**config.mk**
```make
export PLATFORM = sky130hd
export DESIGN_NAME = uart_top
export DESIGN_NICKNAME = d
export VERILOG_FILES = /design/src/rtl/uart_top_pkg.sv /design/src/rtl/uart_core.sv /design/src/rtl/uart_top.sv
export SDC_FILE = /design/constraint.sdc
export NUM_CORES = 1
export LEC_CHECK = 0
export CORE_MARGIN = 3
export CORE_UTILIZATION = 58
export DETAILED_ROUTE_END_ITERATION = 10
export PLACE_DENSITY = 0.84
export SYNTH_ARGS = -nofsm -noshare
export SYNTH_HDL_FRONTEND = slang
export SYNTH_HIERARCHICAL = 1
export SYNTH_SLANG_ARGS = --single-unit
```
**constraint.sdc**
```tcl
create_clock -name clk -period 2.87 [get_ports clk]
set_input_delay 0.574 -clock clk [delete_from_list [all_inputs] [get_ports clk]]
set_output_delay 0.574 -clock clk [all_outputs]
set_load 0.1 [all_outputs]
```
**src/rtl/uart_top_pkg.sv**
```systemverilog
// uart_top_pkg: framing constants, status codes and parser state encoding shared by the UART bridge
package uart_top_pkg;
  localparam logic [7:0] START_BYTE = 8'h5A;
  localparam logic [7:0] PT_APP = 8'h01;
  localparam logic [7:0] PT_ETH = 8'h10;
  localparam logic [7:0] PT_RESP = 8'h80;
  localparam logic [15:0] CMD_CONNECT = 16'h0001;
  localparam logic [15:0] CMD_CLOSE = 16'h0002;
  localparam logic [7:0] ST_OK = 8'h00;
  localparam logic [7:0] ST_NOT_CONN = 8'h01;
  localparam logic [7:0] ST_MALFORMED = 8'h02;
  localparam logic [7:0] ST_UNSUPPORTED = 8'h03;
  typedef enum logic [2:0] {
    IDLE = 3'd0, TYPE = 3'd1, LEN_HI = 3'd2, LEN_LO = 3'd3,
    PAYLOAD = 3'd4, CRC_HI = 3'd5, CRC_LO = 3'd6
  } parser_state_e;
endpackage

```
**src/rtl/uart_core.sv**
```systemverilog
// uart_core: 8N1 receiver with 2-flop sync and mid-bit sampling, plus 8N1 transmitter
module uart_core #(
  parameter int BAUD_DIV = 434
) (
  input  logic       clk,
  input  logic       rst_n,
  input  logic       rx,
  output logic       tx,
  output logic [7:0] rx_data,
  output logic       rx_valid,
  input  logic [7:0] tx_data,
  input  logic       tx_start,
  output logic       tx_busy
);
  localparam int CW = $clog2(BAUD_DIV + 1);
  logic [1:0] sync;
  logic rx_prev, rx_busy;
  logic [CW-1:0] rx_cnt, tx_cnt;
  logic [3:0] rx_idx, tx_idx;
  logic [7:0] rx_sh;
  logic [8:0] tx_sh;
  always_ff @(posedge clk or negedge rst_n)
    if (!rst_n) begin
      sync <= 2'b11;
      rx_prev <= 1'b1;
      rx_busy <= 1'b0;
      rx_cnt <= '0;
      rx_idx <= '0;
      rx_sh <= '0;
      rx_data <= '0;
      rx_valid <= 1'b0;
    end else begin
      sync <= {sync[0], rx};
      rx_prev <= sync[1];
      rx_valid <= 1'b0;
      if (!rx_busy) begin
        if (rx_prev && !sync[1]) begin
          rx_busy <= 1'b1;
          rx_cnt <= CW'(BAUD_DIV / 2 - 1);
          rx_idx <= '0;
        end
      end else if (rx_cnt != '0) rx_cnt <= rx_cnt - 1'b1;
      else begin
        rx_cnt <= CW'(BAUD_DIV - 1);
        rx_idx <= rx_idx + 1'b1;
        // idx 0 re-checks the start bit, 9 is the stop bit
        if (rx_idx == 4'd0) rx_busy <= !sync[1];
        else if (rx_idx == 4'd9) begin
          rx_busy <= 1'b0;
          rx_data <= rx_sh;
          rx_valid <= sync[1];
        end else rx_sh <= {sync[1], rx_sh[7:1]};
      end
    end
  always_ff @(posedge clk or negedge rst_n)
    if (!rst_n) begin
      tx <= 1'b1;
      tx_busy <= 1'b0;
      tx_cnt <= '0;
      tx_idx <= '0;
      tx_sh <= '1;
    end else if (!tx_busy) begin
      if (tx_start) begin
        tx_busy <= 1'b1;
        tx <= 1'b0;
        tx_sh <= {1'b1, tx_data};
        tx_cnt <= CW'(BAUD_DIV - 1);
        tx_idx <= '0;
      end
    end else if (tx_cnt != '0) tx_cnt <= tx_cnt - 1'b1;
    else if (tx_idx == 4'd9) tx_busy <= 1'b0;
    else begin
      tx <= tx_sh[0];
      tx_sh <= {1'b1, tx_sh[8:1]};
      tx_idx <= tx_idx + 1'b1;
      tx_cnt <= CW'(BAUD_DIV - 1);
    end
endmodule

```
**src/rtl/uart_top.sv**
```systemverilog
// uart_top: packet parser, connection/ETH filtering and 8-byte status responses over a UART
module uart_top
  import uart_top_pkg::*;
#(
  parameter int DATA_WIDTH = 64,
  parameter int BAUD_RATE = 115200,
  parameter int CLK_FREQ = 50000000
) (
  input  logic       clk,
  input  logic       rst_n,
  input  logic       uart_rx,
  output logic       uart_tx,
  output logic [7:0] debug_status,
  output logic       connection_active
);
  localparam int BAUD_DIV = CLK_FREQ / BAUD_RATE;
  localparam int GAP_MAX = 16 * BAUD_DIV * 10;
  localparam int GW = $clog2(GAP_MAX + 1);
  if (DATA_WIDTH < 8 || DATA_WIDTH > 64 || DATA_WIDTH % 8 != 0) begin : g_bad_width
    $error("uart_top: DATA_WIDTH must be 8..64 in steps of 8");
  end
  logic [7:0] rx_data, tx_data, ptype, status, cur_type, cur_status, pend_type, pend_status;
  logic rx_valid, tx_busy, tx_start, timeout, done, app_ok, eth_good, eth_ok;
  logic sending, pend_valid;
  logic [2:0] byte_idx;
  logic [15:0] len, idx, cmd;
  logic [GW-1:0] gap;
  logic [3:0] count;
  parser_state_e state, nxt;
  uart_core #(.BAUD_DIV(BAUD_DIV)) u_core (
    .clk(clk), .rst_n(rst_n), .rx(uart_rx), .tx(uart_tx),
    .rx_data(rx_data), .rx_valid(rx_valid),
    .tx_data(tx_data), .tx_start(tx_start), .tx_busy(tx_busy)
  );
  assign timeout = state != IDLE && gap == GW'(GAP_MAX);
  assign done = rx_valid && !timeout && state == CRC_LO;
  assign app_ok = len >= 16'd2 && (cmd == CMD_CONNECT || cmd == CMD_CLOSE);
  assign eth_good = eth_ok && len >= 16'd54;
  assign status = ptype == PT_APP ? (app_ok ? ST_OK : ST_UNSUPPORTED) :
                  ptype == PT_ETH ? (!eth_good ? ST_MALFORMED : !connection_active ? ST_NOT_CONN : ST_OK) :
                  ST_UNSUPPORTED;
  assign debug_status = {connection_active, state, count};
  always_comb begin
    nxt = state;
    if (timeout) nxt = IDLE;
    else if (rx_valid)
      case (state)
        IDLE:    nxt = rx_data == START_BYTE ? TYPE : IDLE;
        TYPE:    nxt = LEN_HI;
        LEN_HI:  nxt = LEN_LO;
        LEN_LO:  nxt = {len[15:8], rx_data} == 16'd0 ? CRC_HI : PAYLOAD;
        PAYLOAD: nxt = idx == len - 1'b1 ? CRC_HI : PAYLOAD;
        CRC_HI:  nxt = CRC_LO;
        default: nxt = IDLE;
      endcase
  end
  always_ff @(posedge clk or negedge rst_n)
    if (!rst_n) begin
      state <= IDLE;
      gap <= '0;
      ptype <= '0;
      len <= '0;
      idx <= '0;
      cmd <= '0;
      eth_ok <= 1'b0;
      connection_active <= 1'b0;
      count <= '0;
    end else begin
      state <= nxt;
      gap <= (state == IDLE || rx_valid) ? '0 : gap + 1'b1;
      if (rx_valid && !timeout) begin
        if (state == TYPE) ptype <= rx_data;
        if (state == LEN_HI) len[15:8] <= rx_data;
        if (state == LEN_LO) begin
          len[7:0] <= rx_data;
          idx <= '0;
          cmd <= '0;
          eth_ok <= 1'b1;
        end
        // ethertype and IP protocol are checked as the bytes stream past
        if (state == PAYLOAD) begin
          idx <= idx + 1'b1;
          if (idx == 16'd0) cmd[15:8] <= rx_data;
          if (idx == 16'd1) cmd[7:0] <= rx_data;
          if ((idx == 16'd12 && rx_data != 8'h08) || (idx == 16'd13 && rx_data != 8'h00) ||
              (idx == 16'd23 && rx_data != 8'h06)) eth_ok <= 1'b0;
        end
      end
      if (done && ptype == PT_APP && app_ok) connection_active <= cmd == CMD_CONNECT;
      if (done && ptype == PT_ETH && eth_good && connection_active) count <= count + 1'b1;
    end
  assign tx_start = sending && !tx_busy;
  assign tx_data = byte_idx == 3'd0 ? START_BYTE : byte_idx == 3'd1 ? PT_RESP :
                   byte_idx == 3'd3 ? 8'h02 : byte_idx == 3'd4 ? cur_type :
                   byte_idx == 3'd5 ? cur_status : 8'h00;
  // one response in flight plus one pending slot; a third concurrent response is dropped
  always_ff @(posedge clk or negedge rst_n)
    if (!rst_n) begin
      sending <= 1'b0;
      byte_idx <= '0;
      cur_type <= '0;
      cur_status <= '0;
      pend_valid <= 1'b0;
      pend_type <= '0;
      pend_status <= '0;
    end else begin
      if (tx_start) byte_idx <= byte_idx + 1'b1;
      if (tx_start && byte_idx == 3'd7) sending <= 1'b0;
      if (!sending && pend_valid) begin
        sending <= 1'b1;
        cur_type <= pend_type;
        cur_status <= pend_status;
        pend_valid <= 1'b0;
      end
      if (done) begin
        if (!sending && !pend_valid) begin
          sending <= 1'b1;
          cur_type <= ptype;
          cur_status <= status;
        end else if (!pend_valid || !sending) begin
          pend_valid <= 1'b1;
          pend_type <= ptype;
          pend_status <= status;
        end
      end
    end
endmodule

```
# Word-level counts from Yosys, hierarchy flattened
# Cells that the tools add are included.
[totals] regBits=177 latchBits=0 ram_bits=0 romBits=0 output_inout_bits=10 word_cells=201 mem_count=0
[op_classes] n_addsub=9 n_mul=0 div=0 magnitude_cmp=2 n_eq_ne=30 n_shift=0 mux=75 bitwise=4 reduce_logical=51
[op_table] op="8-bit two-way mux" n=13
[op_table] op="9-bit two-way mux" n=11
[op_table] op="16-bit two-way mux" n=4
[op_table] op="16-bit by 1-bit equality test with 1-bit output, second input constant" n=2
[op_table] op="16-bit by 4-bit equality test with 1-bit output, second input constant" n=2
[op_table] op="16-bit zero test" n=2
[op_table] op="1-bit two-way mux" n=32
[op_table] op="4-bit two-way mux" n=7
[op_table] op="3-bit equality test, second input constant" n=6
[op_table] op="1-bit logical AND" n=18
[op_table] op="3-bit case mux with 6 select lines" n=1
[op_table] op="9-bit nonzero test" n=2
[op_table] op="9-bit by 1-bit subtractor with 9-bit output, second input constant" n=2
[op_table] op="17-bit by 1-bit adder with 17-bit output, second input constant" n=1
[op_table] op="17-bit equality test, second input constant" n=1
[op_table] op="17-bit two-way mux" n=1
[op_table] op="16-bit by 1-bit adder with 16-bit output, second input constant" n=1
[op_table] op="16-bit equality test" n=1
[op_table] op="16-bit by 2-bit equality test with 1-bit output, second input constant" n=1
[op_table] op="16-bit by 5-bit equality test with 1-bit output, second input constant" n=1
[op_table] op="16-bit by 2-bit >= comparator with 1-bit output, second input constant" n=1
[op_table] op="16-bit by 6-bit >= comparator with 1-bit output, second input constant" n=1
[op_table] op="16-bit by 1-bit subtractor with 16-bit output, second input constant" n=1
[op_table] op="4-bit by 1-bit adder with 4-bit output, second input constant" n=3
[op_table] op="24 further kinds" n=56

# Depth between registers and ports, before layout
# Gate-level depths: netlist (run 1).
[logic_depth] word_depth=8 mapped_depth=10 ltp_nobuf=8

# By module
# The synthesis (run 1) kept the hierarchy.
[by_module_without_submodules] module="uart_top" n_inst=1 cells_per_inst=600 area_each_um2=6005.8 seq_area_each_um2=2827.7
[by_module_without_submodules] module="uart_core" n_inst=1 cells_per_inst=235 area_each_um2=2812.7 seq_area_each_um2=1441.4

# Least setup slack after synthesis (run 1)
# Ideal clock, no wire load.
[synth_path] kind="flip-flop to flip-flop" start="reg state[1]" end="reg pend_status[0]" setup_ps=125 arrival_time_ps=2454 setup_slack_ps=291 stages_incl_launch_ff=9 n_path_buf=3 path_cell_list="dfrtp_1 -> clkbuf_1 -> nand2_1 -> nor3_1 -> and2_1 -> clkbuf_1 -> o21a_1 -> buf_2 -> mux2_2"
[synth_between] elab_chain_cells=6 elab_cells_between_ends=7 cone_classes="1 x eq/ne; 6 x reduce/logical"
[synth_rtl] element="start: declaration" line="uart_top.sv:29" source="parser_state_e state, nxt;"
[synth_rtl] element="start signal: assignment" line="uart_top.sv:69" source="state <= nxt;"
[synth_rtl] element="3-bit nonzero test" line="uart_top.sv:35" source="assign timeout = state != IDLE && gap == GW'(GAP_MAX);"
[synth_rtl] element="1-bit logical AND" line="uart_top.sv:35"
[synth_rtl] element="1-bit zero test" line="uart_top.sv:36" source="assign done = rx_valid && !timeout && state == CRC_LO;"
[synth_rtl] element="1-bit logical AND" line="uart_top.sv:36"
[synth_rtl] element="1-bit logical AND (*)" line="uart_top.sv:36"
[synth_rtl] element="3-bit AND reduction (no source line) (*)"
[synth_rtl] element="end signal: assignment" line="uart_top.sv:123" source="pend_status <= status;"
[synth_rtl] element="end: declaration" line="uart_top.sv:22" source="logic [7:0] rx_data, tx_data, ptype, status, cur_type, cur_status, pend_type, pend_status;"
# Mark *: on every way between the ends. The rest lies on a longest branch, timed or not.
# A chain may end at the register's enable or synchronous reset.

# Final worst setup path (run 1)
[layout_path] start="reg gap[2]" end="reg cur_status[1]"
[layout_between] elab_chain_cells=6
[layout_rtl] element="start: declaration" line="uart_top.sv:27" source="logic [GW-1:0] gap;"
[layout_rtl] element="start signal: assignment" line="uart_top.sv:70" source="gap <= (state == IDLE || rx_valid) ? '0 : gap + 1'b1;"
[layout_rtl] element="17-bit equality test" line="uart_top.sv:35"
[layout_rtl] element="1-bit logical AND" line="uart_top.sv:35"
[layout_rtl] element="1-bit zero test" line="uart_top.sv:36"
[layout_rtl] element="1-bit logical AND (2 in series)" line="uart_top.sv:36"
[layout_rtl] element="8-bit two-way mux" line="uart_top.sv:115" source="if (done) begin"
[layout_rtl] element="end signal: assignment" line="uart_top.sv:112" source="cur_status <= pend_status;"
[layout_rtl] element="end signal: assignment" line="uart_top.sv:119" source="cur_status <= status;"
[layout_rtl] element="end: declaration" line="uart_top.sv:22"
# No other way between the ends.

==> metrics.yaml, run 1 <==
logic_synthesis:
  synth_nets: 858
  syn_area_um2: 8820
  ys_ff_latch: 170
  yosysWarningCount: 6
  synth_cells: 835
  synth.avg_cell_area_um2: 10.6
  synth_top_cell_by_area: "dfrtp_1"
  synth_cell_types: 79
  synth_edf_count: 0
  netlist.area_leader.share: 0.448
  synth_ff_type: "dfrtp_1"
  synthMostInstantiatedCell: "dfrtp_1"
  synthTopCellsByCount: "dfrtp_1, nor2_1, mux2_2"
  seq_area_frac_synth: 0.484
  synth_area_leaders: "dfrtp_1, mux2_2, dfstp_2"
  async_flop_share: 1.00
floorplan:
  initial_utilization: 0.600
  die_w_um: 129
  num_rows: 44
  die_area_um2: 16700
  io_pins: 13
  core_area_um2: 14700
  die_h_um: 129
worst_setup_path:
  endpoint_kind: "flip-flop"
  required_ns: 3.21
  arrival_ns: 2.81
  worst_path_dominant_cell_family: "simple AND/OR/NAND/NOR gates"
  cp_slowest_cell: "nand2_1"
  critPathKind: "reg -> reg"
  crit_fanout: 20
  crit_path_max_incr_delay_ns: 0.52
  cp.depth: 6
  crit_chain: "nor4b_2 -> nand4_2 -> and2_1 -> nand2_1 -> nor2_1 -> a21oi_1"
  path_buf_inv: 0
  rr_worst_depth: 6
  cp-start-kind: "flip-flop"
timing:
  clock.fmax_ghz: 0.405
  worst_slack_ns: 0.402
  finalHoldViolations: 0
  min_period_over_period: 0.860
  finalSetupViolations: 0
  clock_skew_ns: 0.0112
  tightest_slew_ns: 0.644
  rsz0062_at_grt: "false"
  worst_slew_margin_rel: 0.570
  finalWorstPathRequiredPeriod_ns: 2.47
  tns_ns: 0
  drv_slew: 0
detailed_routing:
  first_pass_iters: 6
  drt_iter0_markers: 565
  wl_per_cell_um: 17.4
  vias_per_cell: 6.07
  final_antenna_net_count: 0
  drc_errors: 0
  vias: 6324
  wl_mm: 18.1
pwr:
  total_power_mw: 5.20
  p_leak_nw: 4.41
  powerDensity_nw_per_um2: 538
  vdd_drop_max_mv: 0.682
placed_design:
  portBuffers: 12
  pre_cts_slack_ns: 0.506
  placed_cell_area_um2: 9070
  hpwl_mm: 12.3
  place_congestion: 0.883
finish:
  final_core_util: 0.657
  antenna_cells: 0
  syn2layout_area_growth_pct: 9.49
  fillers: 1136
  drive_gt1_frac: 0.189
  fin_area_um2: 9660
  fin_nets: 867
clock_tree:
  post_cts_resize_count: 0
  postCtsSetupBuffers: 0
  cts_hold_buffers: 0
  cts_sinks: 170
  numCtsBuffers: 17
  clk_pin_slew_ns: 0.07
  htreeDepth: 4
  clkLatencyLatePin_ns: 0.43
  clk_path_buf_depth: 2
  clock-root-buffer: "clkbuf_16"
  cts_tree: "built"
grt:
  antenna_found_initial: 0
  grt_pass1_vias: 6038
  gr-total-overflow: 0
  grt_max_degree: 85
  grt_use_total: 0.230
  grt_pass1_wl_mm: 30.5
worst_hold_path:
  worstHoldPathType: "in -> async"
run_status:
  outcome: "complete, no violations"
run:
  maxCapViolCount: 0
worst paths after layout:
check	slack (ns)	endpoint	start
max	0.40	cur_status[1]	gap[2]
max reg2reg	0.40	cur_status[1]	gap[2]
min reg2reg	0.36	u_core/sync[1]	u_core/sync[0]
min	0.07	idx[0]	rst_n
max in group asynchronous	1.95	u_core/rx_sh[0]	rst_n
min in group clk	0.36	u_core/sync[1]	u_core/sync[0]
placed cells by master, fill, tap and decap left out, types with 10 or more instances in the layout:
cell type | netlist | final
dfrtp_1 | 158 | 158
nor2_1 | 84 | 84
mux2_2 | 63 | 63
nand2_1 | 50 | 50
a21oi_1 | 40 | 40
inv_1 | 35 | 35
xnor2_1 | 34 | 34
nor3_1 | 30 | 30
o21ai_0 | 29 | 29
a22o_1 | 22 | 22
nand3_1 | 21 | 21
ha_1 | 20 | 20
buf_4 | 1 | 20
xor2_1 | 18 | 18
clkbuf_16 | 0 | 17
nor2b_1 | 16 | 16
mux2i_1 | 13 | 13
nand4_1 | 13 | 13
nor4_1 | 12 | 12
dfstp_2 | 12 | 12
and3_1 | 10 | 10
per-layer routing:
metal / part of all wire / track usage / vias up
met5: 0 / 0 / -
met4: 0.021 / 0.0797 / 0
met3: 0.041 / 0.0491 / 37
met2: 0.48 / 0.362 / 143
met1: 0.46 / 0.320 / 3147
li1: - / - / 2997
power by group:
| part | switching [mW] | total (mW) | internal (mW) |
|---|---|---|---|
| Sequential | 0.113 | 2.59 | 2.47 |
| Combinational | 0.185 | 0.317 | 0.132 |
| Clock | 0.993 | 2.29 | 1.30 |
metrics by stage:
| step | hold WS, ns | cells |
|---|---|---|
| after floorplan | 0.278 | 835 |
| after global placement | 0.346 | 1009 |
| after detailed placement | 0.349 | 1009 |
| after CTS | 0.0867 | 1041 |
| after global routing | 0.111 | 1041 |
| final | 0.0749 | 1041 |
flip-flops by register name, indices dropped and copies added (netlist names), 9 cells and up:
signal and flops:
u_core/tx_cnt 9, idx 16, u_core/rx_cnt 9, cmd 16
len 16, gap 17
layout make-up:
cell class	instances	area, um2	share of cell area
flip-flops and latches	170	4270	0.442
multi-input cells	596	4240	0.439
clock buffers	17	425	0.0441
well taps	184	230	0.0238
repair buffers	23	191	0.0198
clock inverters	15	161	0.0167
inverters	36	135	0.0140
cells by family (layout without fill, tap and decap cells):
kind of cell | count (synthesis) | count (layout) | share of synthesized area
DFF | 170 | 170 | 0.484
adders and majority gates | 21 | 21 | 0.0295
AOI/OAI and AO/OA | 134 | 134 | 0.102
buffers and inverters | 69 | 91 | 0.0348
muxes | 78 | 78 | 0.0982
xor gates and xnor gates | 52 | 52 | 0.0516
and+or+nand+nor | 311 | 311 | 0.200
Note: power is estimated with default switching activity, not from simulation.
==> inputs of run 2 (changes only) <==
==> constraint.sdc (replaced) <==
create_clock -name clk -period 2.87 [get_ports clk]
set_input_delay 0.4305 -clock clk [delete_from_list [all_inputs] [get_ports clk]]
set_output_delay 0.4305 -clock clk [all_outputs]
set_load 0.1 [all_outputs]
==> metrics.yaml, run 2 (synthesis gave the netlist of run 1 again) <==
run_status:
  outcome: "complete, no violations"  # unchanged
detailed_routing:
  wl_mm: 17.9  # was 18.1 mm
  drc_errors: 0  # unchanged
  vias_per_cell: 5.99  # was 6.07
  first_pass_iters: 7  # was 6
  vias: 6223  # was 6324
  drt_iter0_markers: 517  # was 565
  wl_per_cell_um: 17.2  # was 17.4 um
  final_antenna_net_count: 0  # unchanged
placed_design:
  dp.cells: 1007  # was 1009
  place_congestion: 0.847  # was 0.883
  hpwl_mm: 12.1  # was 12.3 mm
  portBuffers: 12  # unchanged
finish:
  final_common_cell: "dfrtp_1"  # unchanged
  syn2layout_area_growth_pct: 9.32  # was 9.49%
  seqCellArea_um2: 4270  # unchanged
  final_cells: 1039  # was 1041
  final_cell_mix: "dfrtp_1, nor2_1, mux2_2"  # unchanged
  fin_nets: 865  # was 867
  multiInputGateArea_um2: 4240  # unchanged
  antenna_cells: 0  # unchanged
  largest_register_ffs: 17  # unchanged
  largest-register: "gap"  # unchanged
  fillers: 1093  # was 1136
  drive_gt1_frac: 0.186  # was 0.189
timing:
  finalWorstPathRequiredPeriod_ns: 2.33  # was 2.47 ns
  tightest_slew_ns: 0.711  # was 0.644 ns
  min_period_over_period: 0.812  # was 0.860
  tns_ns: 0  # unchanged
  worst_slew_margin_rel: 0.526  # was 0.570
  finalHoldViolations: 0  # unchanged
  finalSetupViolations: 0  # unchanged
  drv_slew: 0  # unchanged
  clock_skew_ns: 0.00998  # was 0.0112 ns
  rsz0062_at_grt: "false"  # unchanged
  clock.fmax_ghz: 0.429  # was 0.405 GHz
worst_setup_path:
  cp-start-kind: "flip-flop"  # unchanged
  arrival_ns: 2.64  # was 2.81 ns
  crit_fanout: 10  # was 20
  endpoint_kind: "flip-flop"  # unchanged
  required_ns: 3.18  # was 3.21 ns
  critPathKind: "reg -> reg"  # unchanged
pwr:
  p_leak_nw: 4.40  # was 4.41 nW
  vdd_drop_max_mv: 0.534  # was 0.682 mV
  powerDensity_nw_per_um2: 538  # about the same
clock_tree:
  cts_hold_buffers: 0  # unchanged
  clkLatencyLatePin_ns: 0.43  # about the same
  clock-root-buffer: "clkbuf_16"  # unchanged
  post_cts_resize_count: 0  # unchanged
  postCtsSetupBuffers: 0  # unchanged
  htreeDepth: 4  # unchanged
  cts_tree: "built"  # unchanged
  cts_sinks: 170  # unchanged
  clk_pin_slew_ns: 0.06  # was 0.07 ns
  clk_path_buf_depth: 2  # unchanged
  numCtsBuffers: 17  # unchanged
floorplan:
  initial_utilization: 0.600  # unchanged
  core_area_um2: 14700  # unchanged
  num_rows: 44  # unchanged
  die_h_um: 129  # unchanged
  die_area_um2: 16700  # unchanged
  die_w_um: 129  # unchanged
  io_pins: 13  # unchanged
run:
  maxCapViolCount: 0  # unchanged
grt:
  grt_pass1_wl_mm: 30.6  # was 30.5 mm
  grt_pass1_vias: 6302  # was 6038
  antenna_found_initial: 0  # unchanged
  grt_max_degree: 78  # was 85
  grt_use_total: 0.229  # was 0.230
  gr-total-overflow: 0  # unchanged
worst_hold_path:
  worstHoldPathType: "in -> async"  # unchanged
-- run 2: cell count changes in the layout (fill, tap and decap cells not counted), sizes merged --
cell	delta
clkbuf	+2
buf	-2
inv	-4
clkinv	+2
-- run 2: worst paths after layout --
kind	start	end	slack (ns)	cells past startpoint
setup / recovery	gap[0]	pend_type[1]	0.54	7
hold / removal	rst_n	idx[12]	0.02	1
setup reg to reg	gap[0]	pend_type[1]	0.54	7
hold reg to reg	u_core/sync[0]	u_core/sync[1]	0.36	0
max in group asynchronous	rst_n	u_core/tx	1.98	2
min in group clk	u_core/sync[0]	u_core/sync[1]	0.36	0
-- run 2: metrics by stage --
step | utilization | instance area, um2 | hold WS (ns) | power (mW) | setup slack (ns)
after CTS | 0.656 | 9640 | 0.0489 | 5.23 | 0.562
after detailed placement | 0.616 | 9050 | 0.347 | 2.95 | 0.588
final | 0.656 | 9640 | 0.0234 | 5.19 | 0.538
after global placement | 0.616 | 9050 | 0.347 | 2.93 | 0.653
after global routing | 0.656 | 9640 | 0.0805 | 5.39 | 0.356
after floorplan | - | 8820 | 0.135 | 2.83 | 0.291
-- run 2: layer usage --
layer / routed length (um) / vias up / global-route usage
met5: 0 / - / 0
met4: 270 / 0 / 0.0710
met3: 812 / 32 / 0.0515
met2: 8440 / 128 / 0.365
met1: 8360 / 3067 / 0.315
li1: - / 2996 / -
-- run 2: cell type report --
| cell class | count | share of cell area |
|---|---|---|
| clock inverter | 13 | 0.0149 |
| sequential | 170 | 0.443 |
| multi-input combinational | 596 | 0.440 |
| inverter | 36 | 0.0140 |
| timing repair buffer | 21 | 0.0183 |
| tap | 184 | 0.0239 |
| clock buffer | 19 | 0.0459 |
-- run 2: worst max-delay path: stages, from the launching register on --
cell and delay, ns:
dfrtp_1 0.40, inv_1 0.06, ha_1 0.19, and4bb_2 0.23, nand4_2 0.17, and2_1 0.31
o21a_1 0.46, mux2_2 0.39
-- run 2: report_power, final --
part           internal (mW)  total [mW]  switching, mW
clock network           1.31        2.28          0.965
registers               2.48        2.59          0.114
logic                  0.134       0.323          0.189
==> inputs of run 3 (changes only) <==
--- a/config.mk
+++ b/config.mk
@@ -6,9 +6,9 @@
 export NUM_CORES = 1
 export LEC_CHECK = 0
 export CORE_MARGIN = 3
-export CORE_UTILIZATION = 58
+export CORE_UTILIZATION = 57
 export DETAILED_ROUTE_END_ITERATION = 10
-export PLACE_DENSITY = 0.84
+export PLACE_DENSITY = 0.85
 export SYNTH_ARGS = -nofsm -noshare
 export SYNTH_HDL_FRONTEND = slang
 export SYNTH_HIERARCHICAL = 1
==> constraint.sdc (replaced) <==
create_clock -name clk -period 2.1 [get_ports clk]
set_input_delay 0.315 -clock clk [delete_from_list [all_inputs] [get_ports clk]]
set_output_delay 0.315 -clock clk [all_outputs]
set_load 0.1 [all_outputs]
==> metrics.yaml, run 3 (synthesis gave the netlist of run 1 again) <==
detailed_routing:
  first_pass_iters: 5  # was 7
  wl_mm: 19.0  # was 17.9 mm
  final_antenna_net_count: 0  # unchanged
  vias: 6638  # was 6223
  wl_per_cell_um: 17.4  # was 17.2 um
  vias_per_cell: 6.07  # was 5.99
  drc_errors: 0  # unchanged
  drt_iter0_markers: 500  # was 517
finish:
  final_common_cell: "dfrtp_1"  # unchanged
  fin_nets: 920  # was 865
  antenna_cells: 0  # unchanged
  syn2layout_area_growth_pct: 16.4  # was 9.32%
  largest-register: "gap"  # unchanged
  final_cell_mix: "dfrtp_1, nor2_1, buf_4"  # was dfrtp_1, nor2_1, mux2_2
  largest_register_ffs: 17  # unchanged
  drive_gt1_frac: 0.257  # was 0.186
placed_design:
  pre_cts_slack_ns: -0.0708  # was 0.588 ns
  place_congestion: 0.877  # was 0.847
  portBuffers: 12  # unchanged
  hpwl_mm: 13.1  # was 12.1 mm
worst_hold_path:
  worstHoldPathType: "in -> reg"  # was in -> async
  hold_path_depth: 1
  min_from: "uart_rx"
  min_to: "u_core/sync[0]"
run:
  maxCapViolCount: 0  # unchanged
grt:
  met1_usage: 0.309  # was 0.315
  met3_usage: 0.0528  # was 0.0515
  gr-usage-met2: 0.375  # was 0.365
  grt_max_degree: 54  # was 78
  grt_pass1_vias: 6424  # was 6302
  antenna_found_initial: 0  # unchanged
  grt_use_total: 0.230  # was 0.229
  grt_busiest_layer: "met2"  # unchanged
  grt_pass1_wl_mm: 31.3  # was 30.6 mm
  gr-total-overflow: 0  # unchanged
run_status:
  outcome: "complete, no violations"  # unchanged
floorplan:
  die_w_um: 130  # was 129 um
  io_pins: 13  # unchanged
  core_area_um2: 14800  # was 14700 um2
  die_area_um2: 17000  # was 16700 um2
  initial_utilization: 0.595  # was 0.600
  num_rows: 44  # unchanged
  die_h_um: 130  # was 129 um
timing:
  finalSetupViolations: 0  # unchanged
  clock.fmax_ghz: 0.486  # was 0.429 GHz
  finalHoldViolations: 0  # unchanged
  worst_slew_margin_rel: 0.609  # was 0.526
  drv_slew: 0  # unchanged
  clock_skew_ns: 0.00892  # was 0.00998 ns
  tightest_slew_ns: 0.579  # was 0.711 ns
  worst_slack_ns: 0.0415  # was 0.538 ns
  finalWorstPathRequiredPeriod_ns: 2.06  # was 2.33 ns
  hold_ws_ns: 0.302  # was 0.0234 ns
  rsz0062_at_grt: "true"  # was false
  min_period_over_period: 0.980  # was 0.812
clock_tree:
  clock-root-buffer: "clkbuf_16"  # unchanged
  cts_sinks: 170  # unchanged
  numCtsBuffers: 17  # unchanged
  clk_path_buf_depth: 2  # unchanged
  cts_tree: "built"  # unchanged
  clkLatencyLatePin_ns: 0.43  # about the same
  clk_pin_slew_ns: 0.07  # was 0.06 ns
  htreeDepth: 4  # unchanged
worst_setup_path:
  crit_fanout: 4  # was 10
  cp_slowest_cell: "or4_1"  # was o21a_1
  r2r-end: "count[1]"  # was pend_type[1]
  path_buf_inv: 0  # was 1
  endpoint_kind: "flip-flop"  # unchanged
  critPathKind: "reg -> reg"  # unchanged
  required_ns: 2.41  # was 3.18 ns
  crit_chain: "or4_1 -> or3_4 -> o211ai_2 -> nor2_2 -> mux2_4"  # was inv_1 -> ha_1 -> and4bb_2 -> nand4_2 -> and2_1 -> o21a_1 -> mux2_2
  timing.rr.start: "len[10]"  # was gap[0]
  crit_path_max_incr_delay_ns: 0.55  # was 0.46 ns
  r2r_slack_ns: 0.04  # was 0.54 ns
  cp.depth: 5  # was 7
  arrival_ns: 2.37  # was 2.64 ns
  worst_path_dominant_cell_family: "simple AND/OR/NAND/NOR gates"  # unchanged
  critPathLaunch: "len[10]"  # was gap[0]
  rr_worst_depth: 5  # was 7
  cp-start-kind: "flip-flop"  # unchanged
pwr:
  powerDensity_nw_per_um2: 700  # was 538 nW/um2
  vdd_drop_max_mv: 0.702  # was 0.534 mV
  p_leak_nw: 4.71  # was 4.40 nW
-- run 3: report_power, final --
part | internal, mW | total, mW | switching, mW
registers | 3.38 | 3.54 | 0.153
clock network | 1.88 | 3.19 | 1.31
logic | 0.199 | 0.463 | 0.264
-- run 3: worst max-delay path by stage --
stage,endpoint,slack [ns]
2_1_floorplan,len[10],-0.008
3_3_place_gp,state[0],-0.02
3_5_place_dp,state[0],-0.07
4_1_cts,state[0],0.02
5_1_grt,cmd[4],-0.03
6_report,count[1],0.04
-- run 3: area by class of cell --
cell class	instances	area [um2]
repair buffers	76	688
fillers	1042	4540
flip-flops and latches	170	4280
clock inverters	14	173
inverters	36	135
multi-input cells	596	4330
clock buffers	18	429
well taps	184	230
-- run 3: routing by layer --
metal / wire (um) / part of all wire
met2: 9320 / 0.49
met1: 8440 / 0.44
met5: 0 / 0
met3: 957 / 0.050
met4: 291 / 0.015
-- run 3: metrics by stage --
stage / instances / power, mW / util / setup TNS (ns) / instance area [um2]
after floorplan: 835 / 3.87 / - / -0.0642 / 8840
after global placement: 1054 / 4.03 / 0.640 / -0.0247 / 9480
after detailed placement: 1054 / 4.06 / 0.640 / -0.0708 / 9480
after CTS: 1088 / 7.24 / 0.683 / 0 / 10100
after global routing: 1094 / 7.46 / 0.693 / -0.224 / 10300
final: 1094 / 7.19 / 0.693 / 0 / 10300
-- run 3: what timing repair did --
action,in CTS,in global routing
gates resized for setup,2,21
setup buffers,1,5
endpoints found under the hold margin,49,0
gates cloned,0,1
pin swaps,1,7
endpoints found under the setup margin,9,67
hold buffers,1,0
